### config.mk
export PLATFORM = sky130hd
export DESIGN_NAME = mult_seq_ctrl
export DESIGN_NICKNAME = d
export VERILOG_FILES = /design/src/rtl/mult_seq_ctrl.sv
export SDC_FILE = /design/constraint.sdc
export NUM_CORES = 1
export LEC_CHECK = 0
export ABC_AREA = 1
export CAP_MARGIN = 25
export CORE_MARGIN = 4
export CORE_UTILIZATION = 30
export CTS_CLUSTER_SIZE = 24
export DETAILED_ROUTE_END_ITERATION = 6
export GPL_TIMING_DRIVEN = 1
export PLACE_DENSITY = 0.51
export SKIP_LAST_GASP = 1
export SLEW_MARGIN = 10
export SYNTH_ARGS = -nofsm -noshare
export SYNTH_HDL_FRONTEND = slang
export SYNTH_SLANG_ARGS = --single-unit
export TNS_END_PERCENT = 50
### constraint.sdc
create_clock -name clk -period 5.2 [get_ports clk]
set_input_delay 0.52 -clock clk [delete_from_list [all_inputs] [get_ports clk]]
set_output_delay 0.52 -clock clk [all_outputs]
set_load 0.005 [all_outputs]
### src/rtl/mult_seq_ctrl.sv
// Sequential shift-and-add multiplier with a four-state control FSM.
// Signed operands are reduced to magnitudes on accept and the product sign
// is restored with a single two's-complement negation in the FIX state.
module mult_seq_ctrl #(
  parameter int WIDTH = 32
) (
  input  logic             clk,
  input  logic             rst,
  input  logic             start,
  input  logic             is_signed,
  input  logic [WIDTH-1:0] srcA,
  input  logic [WIDTH-1:0] srcB,
  output logic             busy,
  output logic             done,
  output logic [WIDTH-1:0] hi,
  output logic [WIDTH-1:0] lo
);

  localparam int CW = $clog2(WIDTH);

  typedef enum logic [1:0] {
    IDLE = 2'd0,
    CALC = 2'd1,
    FIX  = 2'd2,
    DONE = 2'd3
  } state_t;

  state_t state, nextState;

  logic             accept;
  logic [WIDTH-1:0] aMag;
  logic [WIDTH-1:0] acc;
  logic [WIDTH-1:0] mq;
  logic [CW-1:0]    cnt;
  logic             neg;

  logic [WIDTH-1:0]   magA;
  logic [WIDTH-1:0]   magB;
  logic [WIDTH:0]     sum;
  logic [2*WIDTH-1:0] prod;
  logic [2*WIDTH-1:0] negProd;

  // Operand magnitudes and the per-cycle add; the most negative value
  // wraps to itself, which read as unsigned is exactly its magnitude.
  always_comb begin
    magA    = (is_signed && srcA[WIDTH-1]) ? (~srcA + 1'b1) : srcA;
    magB    = (is_signed && srcB[WIDTH-1]) ? (~srcB + 1'b1) : srcB;
    sum     = {1'b0, acc} + (mq[0] ? {1'b0, aMag} : {(WIDTH+1){1'b0}});
    prod    = {acc, mq};
    negProd = ~prod + 1'b1;
  end

  // State register; reset drops straight back to IDLE and aborts any run.
  always_ff @(posedge clk or posedge rst) begin
    if (rst) begin
      state <= IDLE;
    end else begin
      state <= nextState;
    end
  end

  // Next-state logic; start is only honoured in IDLE or DONE.
  always_comb begin
    nextState = state;
    accept    = 1'b0;
    busy      = 1'b0;
    done      = 1'b0;
    case (state)
      IDLE: begin
        if (start) begin
          accept    = 1'b1;
          nextState = CALC;
        end
      end
      CALC: begin
        busy = 1'b1;
        if (cnt == '0) begin
          nextState = FIX;
        end
      end
      FIX: begin
        busy      = 1'b1;
        nextState = DONE;
      end
      DONE: begin
        done = 1'b1;
        if (start) begin
          accept    = 1'b1;
          nextState = CALC;
        end else begin
          nextState = IDLE;
        end
      end
      default: nextState = IDLE;
    endcase
  end

  // Datapath: capture on accept, shift-add through CALC, sign-fix into hi/lo.
  always_ff @(posedge clk or posedge rst) begin
    if (rst) begin
      aMag <= '0;
      acc  <= '0;
      mq   <= '0;
      cnt  <= '0;
      neg  <= 1'b0;
      hi   <= '0;
      lo   <= '0;
    end else if (accept) begin
      aMag <= magA;
      mq   <= magB;
      acc  <= '0;
      cnt  <= CW'(WIDTH - 1);
      neg  <= is_signed & (srcA[WIDTH-1] ^ srcB[WIDTH-1]);
    end else begin
      case (state)
        CALC: begin
          acc <= sum[WIDTH:1];
          mq  <= {sum[0], mq[WIDTH-1:1]};
          if (cnt != '0) begin
            cnt <= cnt - 1'b1;
          end
        end
        FIX: begin
          {hi, lo} <= neg ? negProd : prod;
        end
        default: begin
        end
      endcase
    end
  end

endmodule

* Yosys cells after proc, flatten, opt, wreduce, memory -nomap -nowiden
Index checks and enable logic that the tools add are counted.
** Operators by class
- Add/sub/neg operators :: 5
- Equal/unequal tests :: 5
- Muxes and demuxes :: 19
- Bitwise logic cells :: 6
- Reductions and logical operators :: 12
** Operators by type and width (number)
- 32-bit two-way mux :: 7
- 32-bit by 1-bit adder with 32-bit output (second input constant) :: 2
- 64-bit by 1-bit adder with 64-bit output (second input constant) :: 1
- 64-bit two-way mux :: 1
- 32-bit inverter :: 2
- 64-bit inverter :: 1
- 32-bit by 32-bit adder with 33-bit output :: 1
- 5-bit two-way mux :: 3
- 2-bit case mux with 4 select lines :: 1
- 2-bit AND reduction :: 3
- 5-bit zero test :: 1
- 1-bit two-way mux :: 5
- 5-bit nonzero test :: 1
- 5-bit by 1-bit subtractor with 5-bit output (second input constant) :: 1
- 2-bit == test (second input constant) :: 2
- 2-bit two-way mux :: 2
- 2-bit inequality test (second input constant) :: 2
- 2-bit nonzero test :: 2
- 2-bit OR reduction :: 2
- 2-bit by 1-bit == test with 1-bit output (second input constant) :: 1
- 1-bit logical AND :: 2
- 2-bit zero test :: 1
- 1-bit bitwise AND :: 1
- 1-bit inverter :: 1
- 1-bit bitwise XOR :: 1
** Word-level totals
- Flip-flop bits (word level) :: 168
- Word-level logic and storage cells :: 55

* Depth between registers and ports, before layout
- Depth in word-level cells :: 5
- Mapped depth :: 17
- Mapped depth without buffers :: 15

* Least setup slack after synthesis
Ideal clock, no wire load.
- Path type :: register -> register
- From :: register mq[0]
- To :: register acc[13]
- Library setup time :: 0.130 ns
- Data arrival time :: 2.255 ns
- Required time :: 5.070 ns
- Slack :: 2.815 ns
- Stages on the path, launching flop included :: 16
- Clock period less this slack :: 2.385 ns
- Path through :: dfrtp_1 buf_2 clkbuf_1 nand2_1 inv_1 ha_1 fa_1 nand3_1 nand3_1 nand2_1 nand2_1 nand2_1 nand2_1 or2_2 nand3_1 o21ai_0
** Between the ends
- Cells in the longest elaborated chain, start to end :: 4
** Ends and longest elaborated chain
- start, declared :: line 33 : logic [WIDTH-1:0] mq;
- start signal, assigned :: line 110 : mq <= magB;
- start signal, assigned :: line 118 : mq <= {sum[0], mq[WIDTH-1:1]};
- 32-bit two-way mux :: line 48 : sum = {1'b0, acc} + (mq[0] ? {1'b0, aMag} : {(WIDTH+1){1'b0}});
- 32-bit by 32-bit adder with 33-bit output :: line 48
- 32-bit two-way mux :: line 115 : case (state)
- 32-bit two-way mux :: line 108 : end else if (accept) begin
- end signal, assigned :: line 117 : acc <= sum[WIDTH:1];
- end, declared :: line 32 : logic [WIDTH-1:0] acc;
No other way between the ends. The select of a mux whose other input is x is not followed.
A chain may end at the register's enable or synchronous reset.

* Worst setup path after layout
- From :: register state[0]
- To :: register acc[2]
** Between the ends
- Cells in the longest elaborated chain, start to end :: 4
- Elaborated cells on any way between the ends :: 7
- Classes of those cells :: eq/ne: 2; mux: 2; reduce/logical: 3
** Ends and longest elaborated chain
- start, declared :: line 28 : state_t state, nextState;
- start signal, assigned :: line 58 : state <= nextState;
- 2-bit == test / 2-bit zero test (equally long branches) :: line 68 : case (state)
- 2-bit OR reduction (no source line)
- 1-bit two-way mux
- 32-bit two-way mux / 2-bit nonzero test (equally long branches)
Parallel ways exist; a longest one is shown, timed or not.

==> run summary <==
CP Launch Type = flop
drt pass-1 iters = 5
Post-DP HPWL = 36.10 mm
CP required = 5570 ps
final hold violations = 0
total CTS buffers = 17
largest net degree at the start of global routing = 108
CP max FO = 53
syn avg cell area = 6.211 um2
clk sinks = 168
number of synthesized flops with an enable pin = 0
fillcell total = 4,756
P_sw = 3885 uW
RSZ-0062 raised after global routing = no
Overflow after GRT = 0
r2r startpoint = state[0]$_DFFE_PP0P_
Place WS = 1941 ps
Max Clk Rate = 328.0 MHz
postcts setup bufs = 0
PwrDens = 512.8 mW/mm2
Mapped Area = 0.01321 mm2
clock share of power = 0.168
drt via density = 4.788
Slew @ Worst Pin = 908.1 ps
WL final = 45.48 mm
# setup viols final = 0
Clk Latency, worst-skew pair = 460 ps
root buf cell = clkbuf_16
Nets = 2,344
Seq pwr share = 0.300
Int Pwr = 4214 uW
post-CTS resize count = 0
Worst Setup End Kind = flop
port bufs = 133
reg2reg end = acc[2]$_DFFE_PP0P_
switch share = 0.4797
Leak Pwr = 0.008044 uW
ant diodes = 0
DRC = 0
FP Rows = 76
post-synth cell types = 47
Worst R2R Setup Slack = 2150 ps
Peak VDD IR = 0.0005251 V
worst path arrival time = 3420 ps
TritonCTS clock tree = yes
DIE AREA = 0.04746 mm2
dpl cell area = 0.01510 mm2
depth of the CTS H-tree = 4
area grow syn2layout = 19.54%
worst hold path type = in -> async
vias post-DR = 13,550
min Tclk post-route = 3048 ps
Synth Net Count = 2,238
Avg WL per Cell = 16.06 um
Starting Density = 0.3053
Die X = 217.9 um
Syn Inst Count = 2,127
# IOs = 134
final RePlAce weighted congestion = 0.9282
Async S/R FF share, synth = 1.000
Slew Viols, Final = 0
share of cells above drive strength 1 = 0.05031
worst reg-to-reg path cell count = 8
fin worst setup slack = 2152 ps
initial DRC count = 1,181
critical path class = reg -> reg
Final ANT Viol Nets = 0
die height = 217.9 um
Final Power = 8099 uW
Max-cap violations = 0
Post-CTS Hold Buffers = 0
Worst slew margin = 0.3946
post-layout util = 0.3650
Seq/Total Area, Yosys = 0.3182
clock tree buffer depth = 2
core area = 0.04327 mm2
vias in the first global route = 12,870
Post-Layout Inst Area = 0.01579 mm2
YS warnings = 0
status = finished, final reports clean
first-pass GRT wire length = 71.96 mm
initial antenna violation count = 0
Worst Skew = 17.39 ps
crit share post-route = 0.5862
final setup TNS = 0 ps
Yosys reg bits = 168
combinational power share = 0.532
clock edge transition at the registers on the reported setup and hold paths = 80 ps
GRT Total Usage = 0.1910
Synth Flop Type = dfrtp_1
power groups by stage:
stage	Combinational (uW)	Clock [uW]	Sequential (uW)
2_1_floorplan	2870	0	2230
3_5_place_dp	4240	0	2470
3_3_place_gp	4230	0	2460
4_1_cts	4270	1390	2440
6_report	4310	1360	2430
5_1_grt	4890	1440	2500
layout make-up:
cell class | instances | area [um2] | area share
Sequential cell | 168 | 4205 | 0.2663
Clock buffer | 22 | 474.2 | 0.03003
Tap cell | 585 | 732.0 | 0.04635
Timing Repair Buffer | 144 | 1474 | 0.09333
Inverter | 281 | 1061 | 0.06718
Clock inverter | 10 | 132.6 | 0.008398
Multi-Input combinational cell | 1621 | 7714 | 0.4884
placed cells by master (no fill, tap or decap), types with 16 or more instances in the layout:
| master | Yosys | layout |
|---|---|---|
| inv_1 | 263 | 262 |
| nand2_1 | 787 | 786 |
| nand4_1 | 18 | 18 |
| nor2_2 | 18 | 18 |
| clkdlybuf4s50_1 | 0 | 133 |
| ha_1 | 42 | 42 |
| nor2_1 | 220 | 219 |
| nor3_1 | 19 | 19 |
| inv_2 | 16 | 16 |
| dfrtp_1 | 168 | 167 |
| nand3_1 | 207 | 207 |
| xor2_1 | 38 | 38 |
| o21ai_0 | 84 | 84 |
| clkbuf_16 | 0 | 17 |
| a21oi_1 | 45 | 45 |
how the worst max path moves through the flow:
| stage | from | to | slack [ps] |
|---|---|---|---|
| 2_1_floorplan | rst | aMag[0]$_DFFE_PP0P_ | 130 |
| 3_3_place_gp | is_signed | mq[16]$_DFFE_PP0P_ | 1980 |
| 3_5_place_dp | is_signed | mq[16]$_DFFE_PP0P_ | 1940 |
| 4_1_cts | state[0]$_DFFE_PP0P_ | acc[2]$_DFFE_PP0P_ | 2130 |
| 5_1_grt | state[0]$_DFFE_PP0P_ | acc[10]$_DFFE_PP0P_ | 1910 |
| 6_report | state[0]$_DFFE_PP0P_ | acc[2]$_DFFE_PP0P_ | 2150 |
cell usage after synthesis (19+ instances only):
cell      instances  area [um2]
inv_1           263       987.2
o21ai_0          84       420.4
ha_1             42       525.5
xor2_1           38       332.8
nand2_1         787        2954
clkbuf_1         27       101.4
nor3_1           19       95.09
a21oi_1          45       225.2
nand3_1         207        1036
dfrtp_1         168        4204
nor2_1          220       825.8
kinds of logic after synthesis:
group	Yosys count	synth area share
compound gates	208	0.09073
xor+xnor	40	0.02652
fa+ha+maj	43	0.04129
buf+inv	338	0.09868
flops	168	0.3182
simple gates	1330	0.4246
metrics by stage:
stage          std cells  hold WS, ps
3_3_place_gp        2796        463.7
2_1_floorplan       2127        444.7
4_1_cts             2828        476.1
5_1_grt             2831        377.9
3_5_place_dp        2796        466.2
6_report            2831        369.9
metal layers:
metal	wire length, um	track usage	part of all wire
met1	23510	0.2919	0.52
met2	18490	0.2770	0.41
met3	2499	0.03065	0.055
met4	981	0.05288	0.022
met5	0	0	0
worst max-delay path, cell delays in order (launching register included):
cell,delay (ps)
dfrtp_1,400
inv_1,110
ha_1,370
nor2_4,60
buf_4,310
nor2_4,740
inv_2,510
a31o_2,350
o22ai_1,100
flip-flops by register name (all words and copies together), names as in the netlist:
signal,cells
aMag,32
acc,32
hi,32
lo,32
mq,32
cnt,5
state,2
neg,1
Power figures use the tool's default switching activity.
